### config.mk
export PLATFORM = sky130hd
export DESIGN_NAME = fetch_unit
export DESIGN_NICKNAME = d
export VERILOG_FILES = /design/src/rtl/fetch_unit.sv
export SDC_FILE = /design/constraint.sdc
export NUM_CORES = 1
export LEC_CHECK = 0
export ABC_AREA = 1
export ABC_CLOCK_PERIOD_IN_PS = 3700
export CORE_MARGIN = 10
export CORE_UTILIZATION = 54
export DETAILED_ROUTE_END_ITERATION = 8
export PLACE_DENSITY = 0.94
export SLEW_MARGIN = 20
export SYNTH_ARGS = -nofsm -noshare
export SYNTH_HDL_FRONTEND = slang
export SYNTH_SLANG_ARGS = --single-unit
export TNS_END_PERCENT = 5
### constraint.sdc
create_clock -name CLK -period 3.7 [get_ports CLK]
set_input_delay 1.11 -clock CLK [delete_from_list [all_inputs] [get_ports CLK]]
set_output_delay 1.11 -clock CLK [all_outputs]
set_load 0.02 [all_outputs]
### src/rtl/fetch_unit.sv
// Instruction-fetch stage: drives the instruction memory from the current PC,
// fills the IF/ID register and keeps a one-entry buffer for fetches landing during a stall.
module fetch_unit #(
    parameter logic [31:0] NOP_INSTR = 32'h00000000
) (
    input  logic        CLK,
    input  logic        nRST,
    input  logic [31:0] cpc,
    input  logic        ihit,
    input  logic [31:0] iload,
    input  logic        stall,
    input  logic        flush,
    input  logic        halt,
    output logic        imemREN,
    output logic [31:0] imemaddr,
    output logic        pcEn,
    output logic        ifid_valid,
    output logic [31:0] ifid_instr,
    output logic [31:0] ifid_pc,
    output logic [31:0] ifid_npc
);

    typedef enum logic [1:0] {
        FETCH  = 2'd0,
        HOLD   = 2'd1,
        HALTED = 2'd2
    } state_t;

    state_t      r_state;
    state_t      w_nextState;
    logic [31:0] r_bufInstr;
    logic [31:0] r_bufPc;

    logic        w_pcEn;
    logic        w_ifidLoad;
    logic        w_ifidBubble;
    logic        w_fromBuf;
    logic        w_bufLoad;
    logic        w_bufClear;
    logic [31:0] w_loadInstr;
    logic [31:0] w_loadPc;

    // Priority is halt > flush > stall > ihit; HALTED is left only through reset.
    always_comb begin
        w_nextState  = r_state;
        w_pcEn       = 1'b0;
        w_ifidLoad   = 1'b0;
        w_ifidBubble = 1'b0;
        w_fromBuf    = 1'b0;
        w_bufLoad    = 1'b0;
        w_bufClear   = 1'b0;
        case (r_state)
            FETCH, HOLD: begin
                if (halt) begin
                    w_nextState  = HALTED;
                    w_ifidBubble = 1'b1;
                    w_bufClear   = 1'b1;
                end else if (flush) begin
                    w_nextState  = FETCH;
                    w_ifidBubble = 1'b1;
                    w_bufClear   = 1'b1;
                    w_pcEn       = 1'b1;
                end else if (r_state == HOLD) begin
                    if (!stall) begin
                        w_nextState = FETCH;
                        w_ifidLoad  = 1'b1;
                        w_fromBuf   = 1'b1;
                        w_pcEn      = 1'b1;
                    end
                end else if (stall) begin
                    if (ihit) begin
                        w_nextState = HOLD;
                        w_bufLoad   = 1'b1;
                    end
                end else if (ihit) begin
                    w_ifidLoad = 1'b1;
                    w_pcEn     = 1'b1;
                end else begin
                    w_ifidBubble = 1'b1;
                end
            end
            HALTED: begin
                w_nextState = HALTED;
            end
            default: begin
                w_nextState = FETCH;
            end
        endcase
    end

    assign w_loadInstr = w_fromBuf ? r_bufInstr : iload;
    assign w_loadPc    = w_fromBuf ? r_bufPc    : cpc;

    assign imemaddr = cpc;
    assign imemREN  = nRST & (r_state == FETCH);
    assign pcEn     = nRST & w_pcEn;

    always_ff @(posedge CLK or negedge nRST) begin
        if (!nRST) begin
            r_state <= FETCH;
        end else begin
            r_state <= w_nextState;
        end
    end

    always_ff @(posedge CLK or negedge nRST) begin
        if (!nRST) begin
            r_bufInstr <= NOP_INSTR;
            r_bufPc    <= 32'd0;
        end else if (w_bufClear) begin
            r_bufInstr <= NOP_INSTR;
            r_bufPc    <= 32'd0;
        end else if (w_bufLoad) begin
            r_bufInstr <= iload;
            r_bufPc    <= cpc;
        end
    end

    // A bubble only clears valid/instr; pc and npc keep their last values.
    always_ff @(posedge CLK or negedge nRST) begin
        if (!nRST) begin
            ifid_valid <= 1'b0;
            ifid_instr <= NOP_INSTR;
            ifid_pc    <= 32'd0;
            ifid_npc   <= 32'd0;
        end else if (w_ifidLoad) begin
            ifid_valid <= 1'b1;
            ifid_instr <= w_loadInstr;
            ifid_pc    <= w_loadPc;
            ifid_npc   <= w_loadPc + 32'd4;
        end else if (w_ifidBubble) begin
            ifid_valid <= 1'b0;
            ifid_instr <= NOP_INSTR;
        end
    end

endmodule

==> results of run 1 <==
timing repair:
action,CTS,global route
endpoints found under the hold margin,0,0
setup endpoints to repair,1,0
gates resized for setup,1,0
per-stage QoR:
step	worst slack, ps	setup TNS, ps	instances	utilization
global route	125	0	1417	0.723
CTS	194	0	1417	0.723
detailed placement	-93.1	-93.1	1386	0.683
floorplan	751	0	1064	-
global placement	-34.2	-34.2	1386	0.683
finish	200	0	1417	0.723
cell usage after synthesis, types with 5 or more instances:
cell type,instances
sky130_fd_sc_hd__buf_4,41
sky130_fd_sc_hd__nand2_2,8
sky130_fd_sc_hd__a22o_1,33
sky130_fd_sc_hd__inv_2,5
sky130_fd_sc_hd__a21oi_1,6
sky130_fd_sc_hd__o21ai_0,54
sky130_fd_sc_hd__clkbuf_1,26
sky130_fd_sc_hd__o21ai_1,9
sky130_fd_sc_hd__nand2_1,281
sky130_fd_sc_hd__nor2_1,77
sky130_fd_sc_hd__nor2_4,6
sky130_fd_sc_hd__dfrtp_1,161
sky130_fd_sc_hd__nand3_1,30
sky130_fd_sc_hd__nand4_1,51
sky130_fd_sc_hd__nor2_2,11
sky130_fd_sc_hd__buf_2,22
sky130_fd_sc_hd__o211ai_1,5
sky130_fd_sc_hd__inv_1,151
sky130_fd_sc_hd__o22ai_1,64
registers in the layout (all words and copies together), names as in the netlist:
signal and count:
ifid_instr 32, ifid_pc 32, r_bufInstr 32, r_bufPc 32, ifid_npc 30, r_state 2
ifid_valid 1
cells by family after synthesis:
group                  count (synthesis)
buffers and inverters                250
and+or+nand+nor                      470
DFF                                  161
AOI/OAI and AO/OA                    183
report_power, final:
part / total [mW] / leakage [nW] / switching, mW / internal [mW]
Sequential: 1.93 / 2.18 / 0.0572 / 1.87
Combinational: 0.676 / 2.88 / 0.377 / 0.299
Clock: 1.85 / 0.290 / 0.710 / 1.14
Total: 4.46 / 5.36 / 1.14 / 3.32
path summary, 6_finish.rpt:
check                           slack, ps      endpoint  cells past startpoint   startpoint
worst max-delay path                  200  imemaddr[19]                      2      cpc[19]
worst min-delay path                  480   ifid_npc[6]                      2  ifid_npc[6]
worst max register to register       1150  ifid_npc[23]                     12   r_state[1]
worst min register to register        480   ifid_npc[6]                      2  ifid_npc[6]
max in group asynchronous            2190    r_bufPc[8]                      2         nRST
min in group asynchronous             740    ifid_pc[8]                      2         nRST
metal layers:
layer | vias up | part of all wire | track usage
met3 | 80 | 0.11 | 0.0948
met1 | 3734 | 0.39 | 0.287
li1 | 3733 | - | -
met2 | 418 | 0.46 | 0.388
met4 | 0 | 0.033 | 0.100
met5 | - | 0 | 0
layout make-up:
class / instances / area (um^2)
tap: 188 / 235
fill: 1075 / 4210
timing repair buffer: 225 / 2280
inverter: 159 / 597
clock buffer: 22 / 454
sequential: 161 / 4030
multi-input combinational: 653 / 3240
clock inverter: 9 / 158
==> impl_results.html, run 1 <==
<table>
<tr><th>Metric</th><th>Value</th></tr>
<tr><th colspan="2">Critical path</th></tr>
<tr><td>Cell at the slowest stage of the critical path</td><td>sky130_fd_sc_hd__clkdlybuf4s50_1</td></tr>
<tr><td>Startpoint class of the critical path</td><td>input pin</td></tr>
<tr><td>Worst EP required</td><td>2590 ps</td></tr>
<tr><td>Library cell appearing most often on the critical path</td><td>sky130_fd_sc_hd__clkdlybuf4s50_1</td></tr>
<tr><td>Crit end category</td><td>output pin</td></tr>
<tr><td>Buffer and inverter count on the worst path</td><td>2</td></tr>
<tr><td>Top cell family by delay on the critical path</td><td>buffers and inverters</td></tr>
<tr><td>Path type of the worst setup path</td><td>in2out</td></tr>
<tr><td>Largest stage delay, worst path</td><td>680 ps</td></tr>
<tr><td>Arr. time, crit path</td><td>2390 ps</td></tr>
<tr><td>Critical Path Fanout Max</td><td>3</td></tr>
<tr><td>Ordered cell list for the critical path</td><td>clkdlybuf4s50_1, clkdlybuf4s50_1</td></tr>
<tr><th colspan="2">STA</th></tr>
<tr><td>Fmax</td><td>0.286 GHz</td></tr>
<tr><td>Unrepaired setup endpoints after global routing</td><td>false</td></tr>
<tr><td>Crit path time final</td><td>3500 ps</td></tr>
<tr><td>Slew at the pin closest to its max-slew limit</td><td>929 ps</td></tr>
<tr><td>Headroom to the max-slew limit</td><td>0.380</td></tr>
<tr><td>Hold Fails Final Rpt</td><td>0</td></tr>
<tr><td>Final worst-path cycle share</td><td>0.946</td></tr>
<tr><td>Worst-case clock skew</td><td>8.30 ps</td></tr>
<tr><td>Final-report max-slew violation count</td><td>0</td></tr>
<tr><td>Hold slack</td><td>483 ps</td></tr>
<tr><td>Final setup violation count</td><td>0</td></tr>
<tr><th colspan="2">Synthesis</th></tr>
<tr><td>Synth cell types</td><td>30</td></tr>
<tr><td>Xor/xnor share of the synthesized area</td><td>0</td></tr>
<tr><td>Combinational family with the most area after synthesis</td><td>simple AND/OR/NAND/NOR gates</td></tr>
<tr><td>Sequential fraction of the synthesis area</td><td>0.480</td></tr>
<tr><td>Post-synthesis compound-gate area fraction</td><td>0.139</td></tr>
<tr><td>EDFF count, synth</td><td>0</td></tr>
<tr><td>Most common flop cell mapped by yosys</td><td>sky130_fd_sc_hd__dfrtp_1</td></tr>
<tr><td>Post-synthesis share of cell area spent on and, or, nand and nor gates</td><td>0.246</td></tr>
<tr><td>Top cell type's share of synthesized area</td><td>0.480</td></tr>
<tr><td>Mux contribution to synthesized area</td><td>0</td></tr>
<tr><td>Yosys warns</td><td>0</td></tr>
<tr><td>Number of standard cells after synthesis</td><td>1064</td></tr>
<tr><td>Post-synthesis instance area</td><td>0.00839 mm^2</td></tr>
<tr><td>Mean post-synth cell area</td><td>7.88 um^2</td></tr>
<tr><td>Most area-consuming cells after synthesis</td><td>sky130_fd_sc_hd__dfrtp_1 48%, sky130_fd_sc_hd__nand2_1 13%, sky130_fd_sc_hd__inv_1 6.8%, sky130_fd_sc_hd__o22ai_1 4.8%, sky130_fd_sc_hd__nand4_1 3.8%</td></tr>
<tr><td>Cell taking the most area after synthesis</td><td>sky130_fd_sc_hd__dfrtp_1</td></tr>
<tr><td>Fraction of synthesis flops using an asynchronous set or reset pin</td><td>1.00</td></tr>
<tr><td>Synthesized Nets</td><td>1134</td></tr>
<tr><td>Post-synthesis sequential element count</td><td>161</td></tr>
<tr><td>Adder-cell share of the synthesized area</td><td>0</td></tr>
<tr><th colspan="2">Final layout</th></tr>
<tr><td>Commonest non-fill, non-tap cells in the layout</td><td>280 x sky130_fd_sc_hd__nand2_1, 198 x sky130_fd_sc_hd__clkdlybuf4s50_1, 161 x sky130_fd_sc_hd__dfrtp_1</td></tr>
<tr><td>Fraction of final layout cells sized beyond drive strength 1</td><td>0.0732</td></tr>
<tr><td>Most common library cell in the layout ignoring fill and taps</td><td>sky130_fd_sc_hd__nand2_1</td></tr>
<tr><td>Number of diodes added for antenna fixing</td><td>0</td></tr>
<tr><td>Layout-stage area growth over the synthesis result</td><td>31.1%</td></tr>
<tr><td>Finished layout cell area</td><td>0.0110 mm^2</td></tr>
<tr><td>Post-layout nets</td><td>1287</td></tr>
<tr><th colspan="2">Drt</th></tr>
<tr><td>Total Routed Length</td><td>25.4 mm</td></tr>
<tr><td>Average wire length per cell after detail routing</td><td>17.9 um</td></tr>
<tr><td>Number of nets with antenna violations after routing</td><td>0</td></tr>
<tr><td>Total number of vias</td><td>7965</td></tr>
<tr><td>Detailed-router iteration count before antenna repair</td><td>5</td></tr>
<tr><td>DRC marker count from the first detailed-route iteration</td><td>798</td></tr>
<tr><td>Via/cell ratio</td><td>5.62</td></tr>
<tr><td>DRC Markers</td><td>0</td></tr>
<tr><th colspan="2">Placement</th></tr>
<tr><td>Global placement routability congestion</td><td>0.962</td></tr>
<tr><td>Post-DP HPWL</td><td>17.8 mm</td></tr>
<tr><td>Port Buffer Count</td><td>200</td></tr>
<tr><td>Dpl cell area</td><td>0.0104 mm^2</td></tr>
<tr><th colspan="2">Clock network</th></tr>
<tr><td>CTS tree</td><td>done</td></tr>
<tr><td>Root cell of the clock tree</td><td>sky130_fd_sc_hd__clkbuf_16</td></tr>
<tr><td>Post-CTS setup buffer count</td><td>0</td></tr>
<tr><td>Sink count of the clock tree</td><td>161</td></tr>
<tr><td>Clock latency reported for the late side of the worst-skew pair</td><td>430 ps</td></tr>
<tr><td>Clock transition time at the flip-flop clock pins of the worst setup and hold paths</td><td>60 ps</td></tr>
<tr><td>Hold-fix buffer count after cts</td><td>0</td></tr>
<tr><td>Largest buffer count on any clock path</td><td>2</td></tr>
<tr><td># H-tree levels</td><td>4</td></tr>
<tr><td>Number of buffers inserted during clock tree synthesis</td><td>17</td></tr>
<tr><th colspan="2">Power and ir drop</th></tr>
<tr><td>Overall power consumption</td><td>4.46 mW</td></tr>
<tr><td>Peak VDD IR</td><td>312 uV</td></tr>
<tr><td>P_leak</td><td>5.36 nW</td></tr>
<tr><td>Power per standard cell area</td><td>406 mW/mm^2</td></tr>
<tr><th colspan="2">Run</th></tr>
<tr><td>Max-Cap Viols</td><td>0</td></tr>
<tr><th colspan="2">Worst hold path</th></tr>
<tr><td>Min-delay worst type</td><td>reg2reg</td></tr>
<tr><th colspan="2">GRT</th></tr>
<tr><td>Number of global-route vias before repair</td><td>7895</td></tr>
<tr><td>Maximum number of pins on one net before global-route repair</td><td>162</td></tr>
<tr><td>Global-route wire length before repair</td><td>40.3 mm</td></tr>
<tr><td>Aggregate global-route resource usage</td><td>0.243</td></tr>
<tr><td>Overflow left after global routing</td><td>0</td></tr>
<tr><td>Number of antenna violations at the first check in global routing</td><td>0</td></tr>
<tr><th colspan="2">Die</th></tr>
<tr><td>Floorplan Core Area</td><td>0.0152 mm^2</td></tr>
<tr><td>Die outline area</td><td>0.0209 mm^2</td></tr>
<tr><td>Die height</td><td>145 um</td></tr>
<tr><td>Die Width</td><td>145 um</td></tr>
<tr><td>Row count</td><td>45</td></tr>
<tr><td>Starting density of the core</td><td>0.552</td></tr>
<tr><td>Top Ports</td><td>201</td></tr>
<tr><th colspan="2">Run status</th></tr>
<tr><td>Result of the run</td><td>complete, no violations</td></tr>
</table>
No activity file was read; power rests on OpenSTA's default activity.
==> run 2: changes to the inputs <==
ABC_CLOCK_PERIOD_IN_PS = 3200   (was 3700)
CORE_UTILIZATION = 46   (was 54)
PLACE_DENSITY = 0.86   (was 0.94)
clock period = 3.2 ns   (was 3.7 ns; I/O delays follow)
==> impl_results.html, run 2 (synthesized netlist as in run 1, its figures left out) <==
<table>
<tr><th>Metric</th><th>Value</th></tr>
<tr><th colspan="2">Drt</th></tr>
<tr><td>Total Routed Length</td><td>26.1 mm (+2.6%)</td></tr>
<tr><td>Via/cell ratio</td><td>5.28 (-6.0%)</td></tr>
<tr><td>Detailed-router iteration count before antenna repair</td><td>5 (unchanged)</td></tr>
<tr><td>Total number of vias</td><td>8078 (+1.4%)</td></tr>
<tr><td>DRC Markers</td><td>0 (unchanged)</td></tr>
<tr><td>Average wire length per cell after detail routing</td><td>17.0 um (-4.9%)</td></tr>
<tr><td>Number of nets with antenna violations after routing</td><td>0 (unchanged)</td></tr>
<tr><td>DRC marker count from the first detailed-route iteration</td><td>606 (-24%)</td></tr>
<tr><th colspan="2">STA</th></tr>
<tr><td>Crit path time final</td><td>3130 ps</td></tr>
<tr><td>Headroom to the max-slew limit</td><td>0.337 (-0.0430)</td></tr>
<tr><td>Worst-case clock skew</td><td>8.94 ps (+0.648 ps)</td></tr>
<tr><td>Hold Fails Final Rpt</td><td>0 (unchanged)</td></tr>
<tr><td>Final-report max-slew violation count</td><td>0 (unchanged)</td></tr>
<tr><td>Slew at the pin closest to its max-slew limit</td><td>994 ps (+64.6 ps)</td></tr>
<tr><td>Final worst-path setup slack</td><td>69.9 ps (-130 ps)</td></tr>
<tr><td>Final worst-path cycle share</td><td>0.978</td></tr>
<tr><td>Final setup violation count</td><td>0 (unchanged)</td></tr>
<tr><td>Fmax</td><td>0.319 GHz</td></tr>
<tr><td>Unrepaired setup endpoints after global routing</td><td>false</td></tr>
<tr><th colspan="2">Final layout</th></tr>
<tr><td>Number of diodes added for antenna fixing</td><td>0 (unchanged)</td></tr>
<tr><td>Most common library cell in the layout ignoring fill and taps</td><td>sky130_fd_sc_hd__nand2_1</td></tr>
<tr><td>Fraction of final layout cells sized beyond drive strength 1</td><td>0.127 (+0.0537)</td></tr>
<tr><td>Post-layout nets</td><td>1357 (+5.4%)</td></tr>
<tr><td>Commonest non-fill, non-tap cells in the layout</td><td>280 x sky130_fd_sc_hd__nand2_1, 198 x sky130_fd_sc_hd__clkdlybuf4s50_1, 161 x sky130_fd_sc_hd__dfrtp_1</td></tr>
<tr><td>Finished layout cell area</td><td>0.0116 mm^2 (+5.5%)</td></tr>
<tr><td>Share of the core filled with cells in the final layout</td><td>0.646 (-0.0772)</td></tr>
<tr><td>Layout-stage area growth over the synthesis result</td><td>38.3%</td></tr>
<tr><td>Non-filler cells, final</td><td>1529 (+7.9%)</td></tr>
<tr><td>Fill cell instance count of the final layout</td><td>1513 (+41%)</td></tr>
<tr><th colspan="2">GRT</th></tr>
<tr><td>Global-route wire length before repair</td><td>42.2 mm (+4.7%)</td></tr>
<tr><td>Aggregate global-route resource usage</td><td>0.215 (-0.0284)</td></tr>
<tr><td>Met2 usage in global routing</td><td>0.340 (-0.0476)</td></tr>
<tr><td>Number of global-route vias before repair</td><td>8084 (+2.4%)</td></tr>
<tr><td>Number of antenna violations at the first check in global routing</td><td>0 (unchanged)</td></tr>
<tr><td>Met1 Use GR</td><td>0.264 (-0.0227)</td></tr>
<tr><td>Met3 track utilization from global routing</td><td>0.0761 (-0.0187)</td></tr>
<tr><td>GRT busiest layer</td><td>met2</td></tr>
<tr><td>Overflow left after global routing</td><td>0 (unchanged)</td></tr>
<tr><td>Maximum number of pins on one net before global-route repair</td><td>162 (unchanged)</td></tr>
<tr><th colspan="2">Die</th></tr>
<tr><td>Starting density of the core</td><td>0.467 (-0.0848)</td></tr>
<tr><td>Top Ports</td><td>201 (unchanged)</td></tr>
<tr><td>Die outline area</td><td>0.0240 mm^2 (+15%)</td></tr>
<tr><td>Die height</td><td>155 um (+7.2%)</td></tr>
<tr><td>Row count</td><td>49 (+8.9%)</td></tr>
<tr><td>Die Width</td><td>155 um (+7.2%)</td></tr>
<tr><td>Floorplan Core Area</td><td>0.0180 mm^2 (+18%)</td></tr>
<tr><th colspan="2">Critical path</th></tr>
<tr><td>Buffer and inverter count on the worst path</td><td>2 (unchanged)</td></tr>
<tr><td>Library cell appearing most often on the critical path</td><td>sky130_fd_sc_hd__clkdlybuf4s50_1</td></tr>
<tr><td>Arr. time, crit path</td><td>2170 ps (-220 ps)</td></tr>
<tr><td>Critical Path Fanout Max</td><td>2 (-1)</td></tr>
<tr><td>Startpoint class of the critical path</td><td>input pin</td></tr>
<tr><td>Crit end category</td><td>output pin</td></tr>
<tr><td>Worst EP required</td><td>2240 ps (-350 ps)</td></tr>
<tr><td>Cell at the slowest stage of the critical path</td><td>sky130_fd_sc_hd__clkdlybuf4s50_1</td></tr>
<tr><td>Critical R2R Launch</td><td>r_state[1]</td></tr>
<tr><td>Largest stage delay, worst path</td><td>640 ps (-40 ps)</td></tr>
<tr><td>Source of the critical timing path</td><td>cpc[12]</td></tr>
<tr><td>Top cell family by delay on the critical path</td><td>buffers and inverters</td></tr>
<tr><td>Path type of the worst setup path</td><td>in2out</td></tr>
<tr><td>Ordered cell list for the critical path</td><td>clkdlybuf4s50_1, clkdlybuf4s50_1</td></tr>
<tr><th colspan="2">Clock network</th></tr>
<tr><td>Largest buffer count on any clock path</td><td>2 (unchanged)</td></tr>
<tr><td>Clock latency reported for the late side of the worst-skew pair</td><td>420 ps (about the same)</td></tr>
<tr><td>CTS tree</td><td>done</td></tr>
<tr><td>Root cell of the clock tree</td><td>sky130_fd_sc_hd__clkbuf_16</td></tr>
<tr><td>Clock transition time at the flip-flop clock pins of the worst setup and hold paths</td><td>60 ps (about the same)</td></tr>
<tr><td># H-tree levels</td><td>4 (unchanged)</td></tr>
<tr><td>Number of buffers inserted during clock tree synthesis</td><td>17 (unchanged)</td></tr>
<tr><td>Sink count of the clock tree</td><td>161 (unchanged)</td></tr>
<tr><th colspan="2">Placement</th></tr>
<tr><td>Placed Cells incl. Taps</td><td>1497 (+8.0%)</td></tr>
<tr><td>DP Worst Slack</td><td>-289 ps (-196 ps)</td></tr>
<tr><td>Global placement routability congestion</td><td>0.921 (-4.3%)</td></tr>
<tr><td>Dpl cell area</td><td>0.0110 mm^2 (+5.8%)</td></tr>
<tr><td>Port Buffer Count</td><td>200 (unchanged)</td></tr>
<tr><td>Post-DP HPWL</td><td>18.8 mm (+5.9%)</td></tr>
<tr><th colspan="2">Worst hold path</th></tr>
<tr><td>Min-delay worst type</td><td>reg2reg</td></tr>
<tr><td>Hold wc startpoint</td><td>ifid_npc[26]</td></tr>
<tr><th colspan="2">Power and ir drop</th></tr>
<tr><td>Power per standard cell area</td><td>450 mW/mm^2 (+11%)</td></tr>
<tr><td>P_leak</td><td>5.71 nW (+6.6%)</td></tr>
<tr><td>Peak VDD IR</td><td>371 uV (+19%)</td></tr>
<tr><td>Overall power consumption</td><td>5.22 mW (+17%)</td></tr>
<tr><th colspan="2">Run status</th></tr>
<tr><td>Result of the run</td><td>complete, no violations</td></tr>
<tr><th colspan="2">Run</th></tr>
<tr><td>Max-Cap Viols</td><td>0 (unchanged)</td></tr>
</table>
-- run 2: cell count changes in the layout (fill, tap and decap cells not counted) --
| cell | previous run | this run |
|---|---|---|
| sky130_fd_sc_hd__buf_4 | 18 | 86 |
| sky130_fd_sc_hd__clkbuf_1 | 4 | 1 |
| sky130_fd_sc_hd__inv_6 | 0 | 2 |
| sky130_fd_sc_hd__clkbuf_2 | 0 | 1 |
| sky130_fd_sc_hd__bufinv_16 | 4 | 3 |
| sky130_fd_sc_hd__dlygate4sd2_1 | 1 | 0 |
| sky130_fd_sc_hd__clkinvlp_4 | 2 | 3 |
| sky130_fd_sc_hd__clkbuf_8 | 1 | 3 |
| sky130_fd_sc_hd__buf_12 | 7 | 9 |
-- run 2: final cells by class --
cell class                 instances  area (um^2)  area share
sequential                       161         4030       0.347
multi-input combinational        653         3240       0.280
timing repair buffer             295         2820       0.243
inverter                         159          597      0.0514
clock buffer                      21          470      0.0405
tap                              229          287      0.0247
clock inverter                    11          153      0.0132
-- run 2: metal layers --
layer | wire length, um | vias to the layer above
met4 | 610 | 0
met2 | 12100 | 364
li1 | - | 3881
met5 | 0 | -
met1 | 10800 | 3790
met3 | 2560 | 43
-- run 2: final timing paths --
| check | endpoint | slack, ps | cells past startpoint |
|---|---|---|---|
| min | ifid_npc[26] | 480 | 2 |
| min reg2reg | ifid_npc[26] | 480 | 2 |
| max in group asynchronous | r_state[0] | 1750 | 2 |
| max reg2reg | ifid_npc[21] | 700 | 11 |
| max | imemaddr[12] | 70 | 2 |
| min in group asynchronous | ifid_npc[3] | 620 | 2 |
-- run 2: where the power goes --
| group | total [mW] | internal, mW | switching (mW) |
|---|---|---|---|
| Clock | 2.15 | 1.30 | 0.854 |
| Sequential | 2.23 | 2.16 | 0.0656 |
| Combinational | 0.839 | 0.392 | 0.446 |
| Total | 5.22 | 3.85 | 1.37 |
-- run 2: per-stage QoR --
| step | setup TNS (ps) | hold slack [ps] |
|---|---|---|
| after floorplan | 0 | 475 |
| final | 0 | 476 |
| after global routing | 0 | 497 |
| after detailed placement | -926 | 465 |
| after global placement | -338 | 464 |
| after CTS | 0 | 482 |
-- run 2: what timing repair did --
action,in CTS,in global routing
gates resized for setup,2,2
hold buffers,0,0
endpoints found under the setup margin,1,1
cloned,0,0
setup buffers,0,0
==> run 3: changes to the inputs <==
CAP_MARGIN = 15   (was not set)
==> results of run 3 <==
Same layout as run 2: the final DEF is identical, and so are final timing and power.
